### src/rtl/adc_spi_reader_multi.sv
// Multi-channel AD7687-class SAR ADC reader.
// Shared CNV/SCK, per-channel SDO, parallel MSB-first capture.
module adc_spi_reader_multi #(
    parameter int DATA_W   = 16,
    parameter int N_CH     = 2,
    parameter int SCK_DIV  = 2,
    parameter int T_CONV   = 30,
    parameter int USE_BUSY = 0,
    parameter int TIMEOUT  = 255
) (
    input  logic                     CLK,
    input  logic                     RESET,
    input  logic                     START,
    input  logic                     FREE_RUN,
    input  logic [N_CH-1:0]          DATA_IN,
    output logic                     CNV,
    output logic                     SCK,
    output logic [N_CH*DATA_W-1:0]   DATA_OUT,
    output logic                     VALID,
    output logic                     BUSY,
    output logic                     TIMEOUT_ERR,
    output logic [15:0]              CONV_CNT
);

    localparam int TCW = $clog2(T_CONV + 1);
    localparam int TOW = $clog2(TIMEOUT + 1);
    localparam int DVW = (SCK_DIV > 1) ? $clog2(SCK_DIV) : 1;
    localparam int BTW = $clog2(DATA_W);

    typedef enum logic [2:0] {
        S_IDLE,
        S_CONV,
        S_WAIT,
        S_SHIFT,
        S_LATCH
    } state_t;

    state_t                   r_state;
    state_t                   w_next;
    logic [TCW-1:0]           r_tcnt;
    logic [TOW-1:0]           r_wcnt;
    logic [DVW-1:0]           r_div;
    logic [BTW-1:0]           r_bit;
    logic                     r_low;
    logic                     r_cnv;
    logic                     r_sck;
    logic                     r_valid;
    logic                     r_busy;
    logic                     r_terr;
    logic [15:0]              r_conv_cnt;
    logic [N_CH*DATA_W-1:0]   r_dout;
    logic [DATA_W-1:0]        r_sreg [N_CH];

    logic                     w_sck_nxt;
    logic                     w_rise;
    logic                     w_timeout;
    logic                     w_half_end;

    // Next state, SCK phase and shift/timeout strobes.
    always_comb begin
        w_next     = r_state;
        w_sck_nxt  = 1'b1;
        w_rise     = 1'b0;
        w_timeout  = 1'b0;
        w_half_end = (r_div == DVW'(SCK_DIV - 1));
        unique case (r_state)
            S_IDLE: begin
                if (START || FREE_RUN) begin
                    w_next = S_CONV;
                end
            end
            S_CONV: begin
                if (r_tcnt == TCW'(T_CONV - 1)) begin
                    w_next = (USE_BUSY != 0) ? S_WAIT : S_SHIFT;
                end
            end
            S_WAIT: begin
                if (!DATA_IN[0] && r_low) begin
                    w_next = S_SHIFT;
                end else if (r_wcnt == TOW'(TIMEOUT - 1)) begin
                    w_next    = S_IDLE;
                    w_timeout = 1'b1;
                end
            end
            S_SHIFT: begin
                w_sck_nxt = r_sck;
                if (w_half_end) begin
                    if (!r_sck) begin
                        w_sck_nxt = 1'b1;
                        w_rise    = 1'b1;
                    end else if (r_bit == BTW'(DATA_W - 1)) begin
                        w_next = S_LATCH;
                    end else begin
                        w_sck_nxt = 1'b0;
                    end
                end
            end
            S_LATCH: begin
                w_next = S_IDLE;
            end
            default: begin
                w_next = S_IDLE;
            end
        endcase
        // First half-period of the shift phase is SCK low.
        if (w_next == S_SHIFT && r_state != S_SHIFT) begin
            w_sck_nxt = 1'b0;
        end
    end

    // State register and phase counters.
    always_ff @(posedge CLK or negedge RESET) begin
        if (!RESET) begin
            r_state <= S_IDLE;
            r_tcnt  <= '0;
            r_wcnt  <= '0;
            r_div   <= '0;
            r_bit   <= '0;
            r_low   <= 1'b0;
        end else begin
            r_state <= w_next;
            r_tcnt  <= (r_state == S_CONV) ? r_tcnt + 1'b1 : '0;
            r_wcnt  <= (r_state == S_WAIT) ? r_wcnt + 1'b1 : '0;
            r_low   <= (r_state == S_WAIT) ? !DATA_IN[0] : 1'b0;
            if (r_state == S_SHIFT) begin
                r_div <= w_half_end ? '0 : r_div + 1'b1;
                if (w_half_end && r_sck) begin
                    r_bit <= r_bit + 1'b1;
                end
            end else begin
                r_div <= '0;
                r_bit <= '0;
            end
        end
    end

    // Per-channel shift registers, clocked on the SCK rising edge.
    always_ff @(posedge CLK or negedge RESET) begin
        if (!RESET) begin
            for (int c = 0; c < N_CH; c++) begin
                r_sreg[c] <= '0;
            end
        end else if (w_rise) begin
            for (int c = 0; c < N_CH; c++) begin
                r_sreg[c] <= {r_sreg[c][DATA_W-2:0], DATA_IN[c]};
            end
        end
    end

    // Registered pin outputs decoded from the next state.
    always_ff @(posedge CLK or negedge RESET) begin
        if (!RESET) begin
            r_cnv   <= 1'b0;
            r_sck   <= 1'b1;
            r_valid <= 1'b0;
            r_busy  <= 1'b0;
        end else begin
            r_cnv   <= (w_next == S_CONV);
            r_sck   <= w_sck_nxt;
            r_valid <= (w_next == S_LATCH);
            r_busy  <= (w_next != S_IDLE);
        end
    end

    // Result word, conversion counter and sticky timeout flag.
    always_ff @(posedge CLK or negedge RESET) begin
        if (!RESET) begin
            r_dout     <= '0;
            r_conv_cnt <= '0;
            r_terr     <= 1'b0;
        end else begin
            if (w_next == S_LATCH) begin
                for (int c = 0; c < N_CH; c++) begin
                    r_dout[c*DATA_W +: DATA_W] <= r_sreg[c];
                end
                r_conv_cnt <= r_conv_cnt + 16'd1;
                r_terr     <= 1'b0;
            end else if (w_timeout) begin
                r_terr <= 1'b1;
            end
        end
    end

    assign CNV         = r_cnv;
    assign SCK         = r_sck;
    assign VALID       = r_valid;
    assign BUSY        = r_busy;
    assign DATA_OUT    = r_dout;
    assign CONV_CNT    = r_conv_cnt;
    assign TIMEOUT_ERR = r_terr;

endmodule

### config.mk
export PLATFORM = sky130hd
export DESIGN_NAME = adc_spi_reader_multi
export DESIGN_NICKNAME = d
export VERILOG_FILES = /design/src/rtl/adc_spi_reader_multi.sv
export SDC_FILE = /design/constraint.sdc
export NUM_CORES = 1
export LEC_CHECK = 0
export CORE_MARGIN = 4
export CORE_UTILIZATION = 58
export DETAILED_ROUTE_END_ITERATION = 16
export HOLD_SLACK_MARGIN = 0.02
export MAX_ROUTING_LAYER = met4
export PLACE_DENSITY = 0.84
export SLEW_MARGIN = 10
export SYNTH_ARGS = -nofsm -noshare
export SYNTH_HDL_FRONTEND = slang
export SYNTH_SLANG_ARGS = --single-unit
### constraint.sdc
create_clock -name CLK -period 5.36 [get_ports CLK]
set_input_delay 0.804 -clock CLK [delete_from_list [all_inputs] [get_ports CLK]]
set_output_delay 0.804 -clock CLK [all_outputs]
set_load 0.005 [all_outputs]
Word level (Yosys, flattened, before mapping)
Cells that the tools add are included.
{ "word_totals": {"regBits": 107, "inputBits": 6, "output_inout_bits": 53, "elab_cells": 68} }
{ "op_classes": {"add_sub_neg": 5, "n_eq_ne": 12, "n_mux": 28, "reduce_logical": 8} }
{ "op_table": {"columns": ["op", "n"], "rows": [
  ["3-bit two-way mux", 7],
  ["16-bit by 1-bit adder with 16-bit output (second input constant)", 1],
  ["1-bit two-way mux", 16],
  ["3-bit one-hot mux with 4 select lines", 1],
  ["3-bit by 2-bit == test with 1-bit output (second input constant)", 3],
  ["8-bit by 1-bit adder with 8-bit output (second input constant)", 1],
  ["8-bit == test (second input constant)", 1],
  ["4-bit two-way mux", 2],
  ["8-bit two-way mux", 1],
  ["3-bit by 1-bit == test with 1-bit output (second input constant)", 2],
  ["5-bit by 1-bit adder with 5-bit output (second input constant)", 1],
  ["5-bit == test (second input constant)", 1],
  ["5-bit two-way mux", 1],
  ["4-bit by 1-bit adder with 4-bit output (second input constant)", 1],
  ["4-bit == test (second input constant)", 1],
  ["3-bit == test (second input constant)", 1],
  ["1-bit logical AND", 3],
  ["3-bit logical NOT", 1],
  ["3-bit by 2-bit != test with 1-bit output (second input constant)", 1],
  ["3-bit != test (second input constant)", 1],
  ["3-bit nonzero test", 1],
  ["2-bit by 1-bit != test with 1-bit output (second input constant)", 1],
  ["2-bit nonzero test", 1],
  ["1-bit adder (second input constant)", 1],
  ["other kinds (2)", 2]
]} }

Longest topological paths before layout
Gate-level depths: netlist of the first run.
{ "logic_depth": {"ltp_word": 8, "ltp_mapped": 6, "ltp_nobuf": 6} }

Least setup slack after synthesis of the first run
OpenSTA, ideal clock, no wires.
{ "synth_path": {"kind": "register to register", "start": "register r_sck, in the netlist SCK", "end": "register r_conv_cnt[1], in the netlist CONV_CNT[1]", "setup_time_ns": 0.125, "arrival_ns": 1.605, "t_required_ns": 5.235, "setup_slack_ns": 3.630, "stages_incl_launch_ff": 6, "n_path_buf": 2, "synth_period_minus_slack_ns": 1.730, "path_cell_list": "dfstp_2 > buf_2 > nand4b_2 > nor2_2 > buf_2 > mux2_2"} }
{ "synth_between": {"elab_chain_len": 4} }
{ "synth_lines": {"columns": ["item", "line_no", "rtl"], "rows": [
  ["start: declaration", "46", "logic r_sck;"],
  ["start signal: assignment", "159", "r_sck <= w_sck_nxt;"],
  ["3-bit two-way mux", "88", "if (!r_sck) begin"],
  ["3-bit two-way mux", "87", "if (w_half_end) begin"],
  ["3-bit one-hot mux with 4 select lines", "66", "unique case (r_state)"],
  ["3-bit == test", "172", "if (w_next == S_LATCH) begin"],
  ["end signal: assignment", "176", "r_conv_cnt <= r_conv_cnt + 16'd1;"],
  ["end: declaration", "50", "logic [15:0] r_conv_cnt;"]
]} }
No other way between the ends.
A chain may end at the register's enable or synchronous reset.

Worst setup path after layout of the first run
{ "layout_path": {"start": "register r_sck, in the netlist SCK", "end": "output SCK"} }
{ "layout_rtl": {"columns": ["item", "line_no", "rtl"], "rows": [
  ["end: declaration", "17", "output logic SCK,"]
]} }
No word-level cell between the ends.

==> out/summary.txt, run 1 <==
Core area: 7250 sq um
Via count: 2565
Largest net degree at the start of global routing: 57
GRT Overall Usage: 18.9%
RSZ-0062 raised after global routing: false
Post-synthesis simple-gate area fraction: 11.0%
Crit path max-delay cell type: dfstp_2
Cells resized by post-CTS repair: 0
Initial Utilization: 59.8%
Critical path type: reg2out
Syn Inst Count: 310
Overall power: 1.56 mW
Unique masters post-synth: 39
CP arrival: 1.53 ns
# nets final: 381
Post-route cell area: 5190 sq um
Peak Freq: 0.429 GHz
Post-synthesis sequential area ratio: 61.8%
I/O pin count: 59
Ys flop type: dfrtp_1
Synth Area in Compound Gates: 1.79%
Syn nets: 322
Worst skew pair latency: 0.36 ns
Commonest non-fill, non-tap cells in the layout: dfrtp_1 (106), mux2_2 (62), clkdlybuf4s50_1 (57)
FP Rows: 31
First drt pass iteration count: 4
Max-slew violations: 0
Share of cells above drive strength 1: 23.5%
Initial DRC count: 102
Internal Power: 1.16 mW
DR WL/cell: 15.9 um
Delay-heaviest family, CP: flip-flops
Die H: 94.5 um
Cell Area, Placed: 4980 sq um
Crit-path cells: clkdlybuf4s50_1
Worst hold path type: in2async
Die Area: 8930 sq um
Vias in the first global route: 2680
Routed WL: 7510 um
Hold Violations, Final: 0
Crit Path Max Fanout: 8
Clock slew at reported path FFs: 0.10 ns
Sequential power share: 58.0%
Cell Area, Synth: 4340 sq um
Post-CTS Setup Inserts: 0
ANT nets after route: 0
Leak: 2.43 nW
CP Capture Type: output pin
Post-synth EDFFs: 0
Die W: 94.5 um
Commonest non-fill, non-tap cell in the layout: dfrtp_1
Clock sinks: 107
Period minus WS final: 2.33 ns
First-pass GRT wire length: 12700 um
Clk pwr share: 32.6%
Synth Area in XOR/XNOR: 4.85%
Area delta synth->final: 19.8%
Root Buffer: clkbuf_8
Avg Cell Area, Syn: 14.0 sq um
CP bufs+invs: 1
Worst Setup Start Kind: flip-flop
Combinational share of power: 9.4%
DRC viols: 0
Final setup vio count: 0
Count of state elements after synthesis: 107
Final worst path period share: 43.5%
Relative slew slack: 24.4%
Adder-cell share of the synthesized area: 1.73%
Synthesis warning total: 0
Clock Skew: 0.0112 ns
CTS tree: yes
Largest family of logic cells by synthesized area: multiplexers
Ant diodes: 0
TritonCTS buffer count: 9
Mux contribution to synthesized area: 16.9%
Vias/cell: 5.42
Port Buf Inserts: 58
# hold bufs at CTS: 0
Sw frac: 25.7%
Ys async rst share: 100%
Setup TNS: 0 ns
Initial antenna violation count: 0
Post-DP HPWL: 5180 um
Largest stage delay on the critical path: 0.63 ns
PD cells: 300 nW/um^2
CP Data Required Time: 4.56 ns
# Max-Cap Violations: 0
Status: finished clean
Gr ovfl total: 0
GPL Wtd Cong: 0.784
Peak supply drop: 0.215 mV
H-Tree Depth: 3
Net switching power: 0.400 mW
Slew @ Worst Pin: 1.13 ns
Clock Tree Buf Depth: 2
-- final timing paths --
kind	end	slack (ns)	from	cells past startpoint
max	SCK	3.03	SCK	1
min	r_wcnt[1]	0.45	RESET	1
max reg2reg	DATA_OUT[15]	3.06	SCK	3
min reg2reg	CONV_CNT[15]	0.47	CONV_CNT[15]	1
max in group asynchronous	CONV_CNT[14]	3.80	RESET	2
min in group CLK	CONV_CNT[15]	0.47	CONV_CNT[15]	1
-- registers in the layout, indices dropped and copies added, names as in the netlist, 3 cells and up --
register / count
r_sreg: 32
r_tcnt: 5
r_state: 3
CONV_CNT: 16
DATA_OUT: 32
r_wcnt: 8
r_bit: 4
-- cell families after synthesis --
group | count (synthesis)
AO/OA/AOI/OAI | 13
XOR/XNOR | 24
adder cells (fa/ha/maj) | 6
buffers and inverters | 15
flip-flops | 107
multiplexers | 65
AND/OR/NAND/NOR | 80
-- metrics by stage --
stage,setup WS [ns],hold WS (ns),util [%],std cells
floorplan,3.63,0.455,-,310
global placement,3.12,0.458,68.7,457
detailed placement,3.06,0.462,68.7,457
CTS,3.01,0.466,71.6,473
global route,2.91,0.478,71.6,473
finish,3.03,0.452,71.6,473
-- cell usage after synthesis (2+ instances only) --
| master | count | share of area (%) |
|---|---|---|
| dfrtp_1 | 106 | 61 |
| mux2_2 | 62 | 16 |
| nor2_1 | 20 | 1.7 |
| nand3_1 | 19 | 2.2 |
| xnor2_1 | 16 | 3.2 |
| nand2_1 | 9 | 0.78 |
| xor2_1 | 8 | 1.6 |
| nand4_1 | 7 | 1.0 |
| buf_2 | 6 | 0.69 |
| ha_1 | 6 | 1.7 |
| a21oi_1 | 5 | 0.58 |
| and3_1 | 4 | 0.58 |
| o21ai_0 | 4 | 0.46 |
| buf_6 | 3 | 0.78 |
| clkbuf_1 | 3 | 0.26 |
| inv_1 | 3 | 0.26 |
| mux2_1 | 3 | 0.78 |
| or3_1 | 3 | 0.43 |
| and4_1 | 2 | 0.40 |
| nor3_1 | 2 | 0.23 |
-- power by group through the flow --
stage                     Clock, mW  Combinational [mW]  Sequential, mW
after floorplan                   0               0.114           0.896
after global placement            0               0.142           0.912
after detailed placement          0               0.149           0.917
after CTS                     0.521               0.150           0.901
after global routing          0.555               0.166           0.910
final                         0.507               0.147           0.902
-- per-layer routing --
layer,vias up,share of wire [%],global-route usage [%]
met5,-,0,-
met3,10,4.3,5.02
li1,1198,-,-
met4,0,1.0,5.05
met2,60,51,30.3
met1,1297,44,24.1
-- final cells by class --
cell class	instances	area, sq um
clock buffer	11	141
multi-input combinational	188	1580
clock inverter	5	68.8
fill	500	2060
timing repair buffer	60	593
sequential	107	2680
tap	99	124
inverter	3	11.3
Power figures use the tool's default switching activity.
==> inputs of run 2 (changes only) <==
--- a/config.mk
+++ b/config.mk
@@ -6,11 +6,11 @@
 export NUM_CORES = 1
 export LEC_CHECK = 0
 export CORE_MARGIN = 4
-export CORE_UTILIZATION = 58
+export CORE_UTILIZATION = 49
 export DETAILED_ROUTE_END_ITERATION = 16
 export HOLD_SLACK_MARGIN = 0.02
 export MAX_ROUTING_LAYER = met4
-export PLACE_DENSITY = 0.84
+export PLACE_DENSITY = 0.75
 export SLEW_MARGIN = 10
 export SYNTH_ARGS = -nofsm -noshare
 export SYNTH_HDL_FRONTEND = slang
==> constraint.sdc (replaced) <==
create_clock -name CLK -period 2.1 [get_ports CLK]
set_input_delay 0.315 -clock CLK [delete_from_list [all_inputs] [get_ports CLK]]
set_output_delay 0.315 -clock CLK [all_outputs]
set_load 0.005 [all_outputs]
==> run 2 against run 1 <==
  * Cell area rose by 1.3%
  * Core utilization fell by 11 points
  * Wire length fell by 1.7%
  * Via count fell by 0.70%
  * Largest cell class unchanged
  * Largest power group unchanged
  * Highest routed layer unchanged
  * Final cell count rose by 2.7%
==> out/summary.txt, run 2 (same netlist as run 1, synthesis figures left out) <==
Status: finished clean
Worst Setup Start Kind: flip-flop
Crit Path Max Fanout: 9 (+1)
Core area: 8680 sq um (+20%)
TritonCTS buffer count: 9 (unchanged)
Die W: 102 um (+8.1%)
Final worst path period share: 89.6%
RSZ-0062 raised after global routing: false
Initial antenna violation count: 0 (unchanged)
Die Area: 10400 sq um (+17%)
Fill cells: 689 (+38%)
Initial Utilization: 50.0% (-9.8 points)
Cell Area, Placed: 5070 sq um (+1.7%)
Vias in the first global route: 2584 (-3.6%)
Max-slew violations: 0 (unchanged)
Post-CTS Setup Inserts: 0 (unchanged)
Share of cells above drive strength 1: 24.1% (+0.54 points)
DR WL/cell: 15.2 um (-4.3%)
Clock slew at reported path FFs: 0.10 ns (about the same)
Period minus WS final: 1.88 ns
Root Buffer: clkbuf_8
Wire length on met1: 3410 um (+3.3%)
CTS tree: yes
FP Rows: 34 (+9.7%)
Setup TNS: 0 ns (unchanged)
Slew @ Worst Pin: 0.630 ns (-0.502 ns)
Relative slew slack: 58.0% (+34 points)
Pre-CTS WS: 0.244 ns (-2.82 ns)
Post-route cell area: 5270 sq um (+1.3%)
Clock sinks: 107 (unchanged)
Port Buf Inserts: 58 (unchanged)
Worst setup margin: 0.219 ns (-2.81 ns)
Util after Layout: 60.7% (-11 points)
Initial DRC count: 44 (-57%)
CP arrival: 2.14 ns (+0.61 ns)
Commonest non-fill, non-tap cell in the layout: dfrtp_1
Uppermost routed layer: met4
Critical path type: reg2reg
Area delta synth->final: 21.4%
Leak: 2.45 nW (+1.1%)
ANT nets after route: 0 (unchanged)
Routed WL: 7380 um (-1.7%)
GRT Overall Usage: 15.9% (-3.0 points)
Met3 WL: 374 um (+16%)
Vias/cell: 5.24 (-3.4%)
Gr ovfl total: 0 (unchanged)
Via count: 2547 (-0.70%)
H-Tree Depth: 3 (unchanged)
Clock Tree Buf Depth: 2 (unchanged)
Hold Violations, Final: 0 (unchanged)
Clock Skew: 0.0192 ns (+0.00802 ns)
Post-DP HPWL: 5040 um (-2.6%)
Commonest non-fill, non-tap cells in the layout: dfrtp_1 (106), mux2_2 (62), clkdlybuf4s50_1 (57)
# nets final: 385 (+1.0%)
Peak Freq: 0.532 GHz
CP Capture Type: flip-flop
Final setup vio count: 0 (unchanged)
Worst skew pair latency: 0.37 ns (about the same)
First drt pass iteration count: 4 (unchanged)
First-pass GRT wire length: 12700 um (about the same)
Met2 Routed Length: 3520 um (-7.5%)
I/O pin count: 59 (unchanged)
Ant diodes: 0 (unchanged)
GPL Wtd Cong: 0.747 (-4.8%)
Peak supply drop: 0.384 mV (+79%)
Largest net degree at the start of global routing: 49 (-14%)
Worst hold path type: reg2reg
Die H: 102 um (+8.1%)
DRC viols: 0 (unchanged)
# Max-Cap Violations: 0 (unchanged)
CP Data Required Time: 2.36 ns (-2.20 ns)
PD cells: 734 nW/um^2 (+140%)
-- run 2: layout make-up --
class                   count  area (sq um)  area share [%]
clock inverters             6          58.8            1.12
clock buffers              10           128            2.42
well taps                 108           135            2.57
repair buffers             64           676            12.8
multi-input cells         188          1580            30.0
flip-flops and latches    107          2680            50.9
inverters                   3          11.3           0.214
-- run 2: timing repair --
action | in CTS | in global routing
hold buffers | 1 | 0
gates resized for setup | 0 | 0
hold endpoints to repair | 45 | 0
-- run 2: per-stage QoR --
stage	instances	power, mW	hold slack [ns]
floorplan	310	2.58	0.0194
global placement	469	2.71	0.373
detailed placement	469	2.73	0.377
CTS	486	3.92	0.479
global route	486	4.06	0.498
finish	486	3.86	0.480
-- run 2: where the power goes --
part / switching (mW) / internal [mW] / leakage, nW
combinational: 0.203 / 0.184 / 0.888
sequential: 0.123 / 2.17 / 1.47
clock: 0.720 / 0.459 / 0.0959
total: 1.05 / 2.82 / 2.45
-- run 2: worst max-delay path, cell delays in order, from the launching register on --
cell      delay (ns)
dfstp_2         0.64
nand4b_2        0.22
nor4_4          0.57
nand4_1         0.19
xnor2_1         0.16
-- run 2: layer usage --
layer,vias to the layer above,GRT usage (%)
met1,1292,21.2
met4,0,3.33
li1,1200,-
met5,-,-
met2,49,23.9
met3,6,5.60
-- run 2: path summary, 6_finish.rpt --
check                              from           end  slack (ns)  cells after the start
hold / removal             CONV_CNT[15]  CONV_CNT[15]        0.48                      1
max in group asynchronous         RESET    r_sreg[28]        0.99                      3
setup / recovery                    SCK  CONV_CNT[12]        0.22                      4
setup reg to reg                    SCK  CONV_CNT[12]        0.22                      4
hold reg to reg            CONV_CNT[15]  CONV_CNT[15]        0.48                      1
min in group asynchronous         RESET  CONV_CNT[14]        0.51                      2
==> inputs of run 3 (changes only) <==
--- a/config.mk
+++ b/config.mk
@@ -6,11 +6,11 @@
 export NUM_CORES = 1
 export LEC_CHECK = 0
 export CORE_MARGIN = 4
-export CORE_UTILIZATION = 49
+export CORE_UTILIZATION = 54
 export DETAILED_ROUTE_END_ITERATION = 16
 export HOLD_SLACK_MARGIN = 0.02
 export MAX_ROUTING_LAYER = met4
-export PLACE_DENSITY = 0.75
+export PLACE_DENSITY = 0.79
 export SLEW_MARGIN = 10
 export SYNTH_ARGS = -nofsm -noshare
 export SYNTH_HDL_FRONTEND = slang
==> constraint.sdc (replaced) <==
create_clock -name CLK -period 2 [get_ports CLK]
set_input_delay 0.3 -clock CLK [delete_from_list [all_inputs] [get_ports CLK]]
set_output_delay 0.3 -clock CLK [all_outputs]
set_load 0.005 [all_outputs]
==> run 3 against run 2 <==
  * Count of clock-buffer cells in the layout unchanged
  * Combinational power up 3%
  * Setup slack worse by 0.037 ns
==> out/summary.txt, run 3 (same netlist as run 1, synthesis figures left out) <==
Status: finished clean
CP Data Required Time: 1.70 ns (-0.66 ns)
Vias in the first global route: 2719 (+5.2%)
RSZ-0062 raised after global routing: false
CP bufs+invs: 1 (+1)
Commonest non-fill, non-tap cells in the layout: dfrtp_1 (106), mux2_2 (62), clkdlybuf4s50_1 (57)
Hold Violations, Final: 0 (unchanged)
Post-DP HPWL: 5000 um (-0.83%)
Root Buffer: clkbuf_8
# nets final: 384 (-0.26%)
Final worst path period share: 90.9%
R2R setup slack: 0.21 ns (about the same)
CP Capture Type: output pin
Worst skew pair latency: 0.36 ns (about the same)
Port Buf Inserts: 58 (unchanged)
Crit Path Max Fanout: 8 (-1)
DR WL/cell: 15.5 um (+2.1%)
First-pass GRT wire length: 13000 um (+2.4%)
DRC viols: 0 (unchanged)
Post-route cell area: 5270 sq um (+0.17%)
Period minus WS final: 1.82 ns
# Max-Cap Violations: 0 (unchanged)
Delay-heaviest family, CP: flip-flops
Final setup vio count: 0 (unchanged)
Worst setup margin: 0.182 ns (-0.0369 ns)
CP arrival: 1.52 ns (-0.62 ns)
Post-CTS Setup Inserts: 0 (unchanged)
Worst hold path type: in2async
FF-to-FF Start: r_bit[0]
Via count: 2578 (+1.2%)
Initial Utilization: 55.8% (+5.9 points)
Largest stage delay on the critical path: 0.63 ns (about the same)
Ant diodes: 0 (unchanged)
Clock Skew: 0.0132 ns (-0.00592 ns)
Largest net degree at the start of global routing: 45 (-8.2%)
ANT nets after route: 0 (unchanged)
Cells resized by post-CTS repair: 0 (unchanged)
Area delta synth->final: 21.6%
PD cells: 788 nW/um^2 (+7.4%)
Commonest non-fill, non-tap cell in the layout: dfrtp_1
Clock sinks: 107 (unchanged)
Vias/cell: 5.38 (+2.7%)
Sw frac: 25.5% (-1.6 points)
First drt pass iteration count: 4 (unchanged)
Leak: 2.45 nW (about the same)
Crit path from: SCK
Die Area: 9530 sq um (-8.6%)
Clock slew at reported path FFs: 0.10 ns (about the same)
Setup TNS: 0 ns (unchanged)
Crit-path cells: clkdlybuf4s50_1
Fill cells: 569 (-17%)
Die W: 97.6 um (-4.4%)
Max-slew violations: 0 (unchanged)
Pre-CTS WS: 0.158 ns (-0.0866 ns)
Initial antenna violation count: 0 (unchanged)
Routed WL: 7430 um (+0.62%)
Initial DRC count: 63 (+43%)
Clock Tree Buf Depth: 2 (unchanged)
H-Tree Depth: 3 (unchanged)
FP Rows: 32 (-5.9%)
Peak supply drop: 0.500 mV (+30%)
Slew @ Worst Pin: 0.593 ns (-0.0366 ns)
Gr ovfl total: 0 (unchanged)
Crit path max-delay cell type: dfstp_2
GPL Wtd Cong: 0.775 (+3.8%)
Net switching power: 1.06 mW (+1.1%)
I/O pin count: 59 (unchanged)
Relative slew slack: 60.5% (+2.4 points)
Worst Setup Start Kind: flip-flop
CTS tree: yes
Sequential power share: 58.1% (-1.4 points)
Hold slack: 0.483 ns (+0.00298 ns)
Cell Area, Placed: 5050 sq um (-0.30%)
Internal Power: 3.10 mW (+9.9%)
Die H: 97.6 um (-4.4%)
Peak Freq: 0.550 GHz
TritonCTS buffer count: 9 (unchanged)
Critical path type: reg2out
GRT Overall Usage: 17.3% (+1.4 points)
Share of cells above drive strength 1: 24.1% (+0.064 points)
Clk pwr share: 32.3% (+1.8 points)
Dpl cells: 462 (-1.5%)
Combinational share of power: 9.6% (-0.4 points)
Core area: 7770 sq um (-10%)
Layout Cells excl Fill: 479 (-1.4%)
[run 3: power groups by stage]
| stage | Sequential, mW | Combinational, mW | Clock, mW |
|---|---|---|---|
| floorplan | 2.40 | 0.306 | 0 |
| global placement | 2.45 | 0.394 | 0 |
| detailed placement | 2.46 | 0.405 | 0 |
| CTS | 2.42 | 0.409 | 1.39 |
| global route | 2.43 | 0.448 | 1.49 |
| finish | 2.41 | 0.398 | 1.34 |
[run 3: metrics by stage]
step | utilization, % | total power [mW]
after floorplan | - | 2.71
after global placement | 65.1 | 2.85
after detailed placement | 65.1 | 2.86
after CTS | 67.9 | 4.21
after global routing | 67.9 | 4.37
final | 67.9 | 4.16
[run 3: cell type report]
class | count | area [sq um] | share of cell area (%)
tap | 102 | 128 | 2.42
timing repair buffer | 63 | 668 | 12.7
clock buffer | 10 | 138 | 2.61
sequential | 107 | 2680 | 50.8
inverter | 3 | 11.3 | 0.214
multi-input combinational | 188 | 1580 | 29.9
clock inverter | 6 | 72.6 | 1.38
[run 3: final timing paths]
path,end,cells past startpoint
max,SCK,1
min reg2reg,CONV_CNT[15],1
min in group CLK,CONV_CNT[15],1
max in group asynchronous,r_wcnt[0],3
max reg2reg,CONV_CNT[15],5
min,CONV_CNT[12],2
[run 3: repair_timing]
action	4_1_cts	5_1_grt
endpoints found under the hold margin	41	0
setup endpoints to repair	0	3
hold buffers	1	0
[run 3: layer usage]
| layer | wire (um) | GRT usage (%) | vias to the layer above |
|---|---|---|---|
| met5 | 0 | - | - |
| met4 | 29 | 5.22 | 0 |
| met3 | 346 | 5.38 | 5 |
| met2 | 3680 | 26.7 | 45 |
| met1 | 3370 | 22.2 | 1317 |
| li1 | - | - | 1211 |
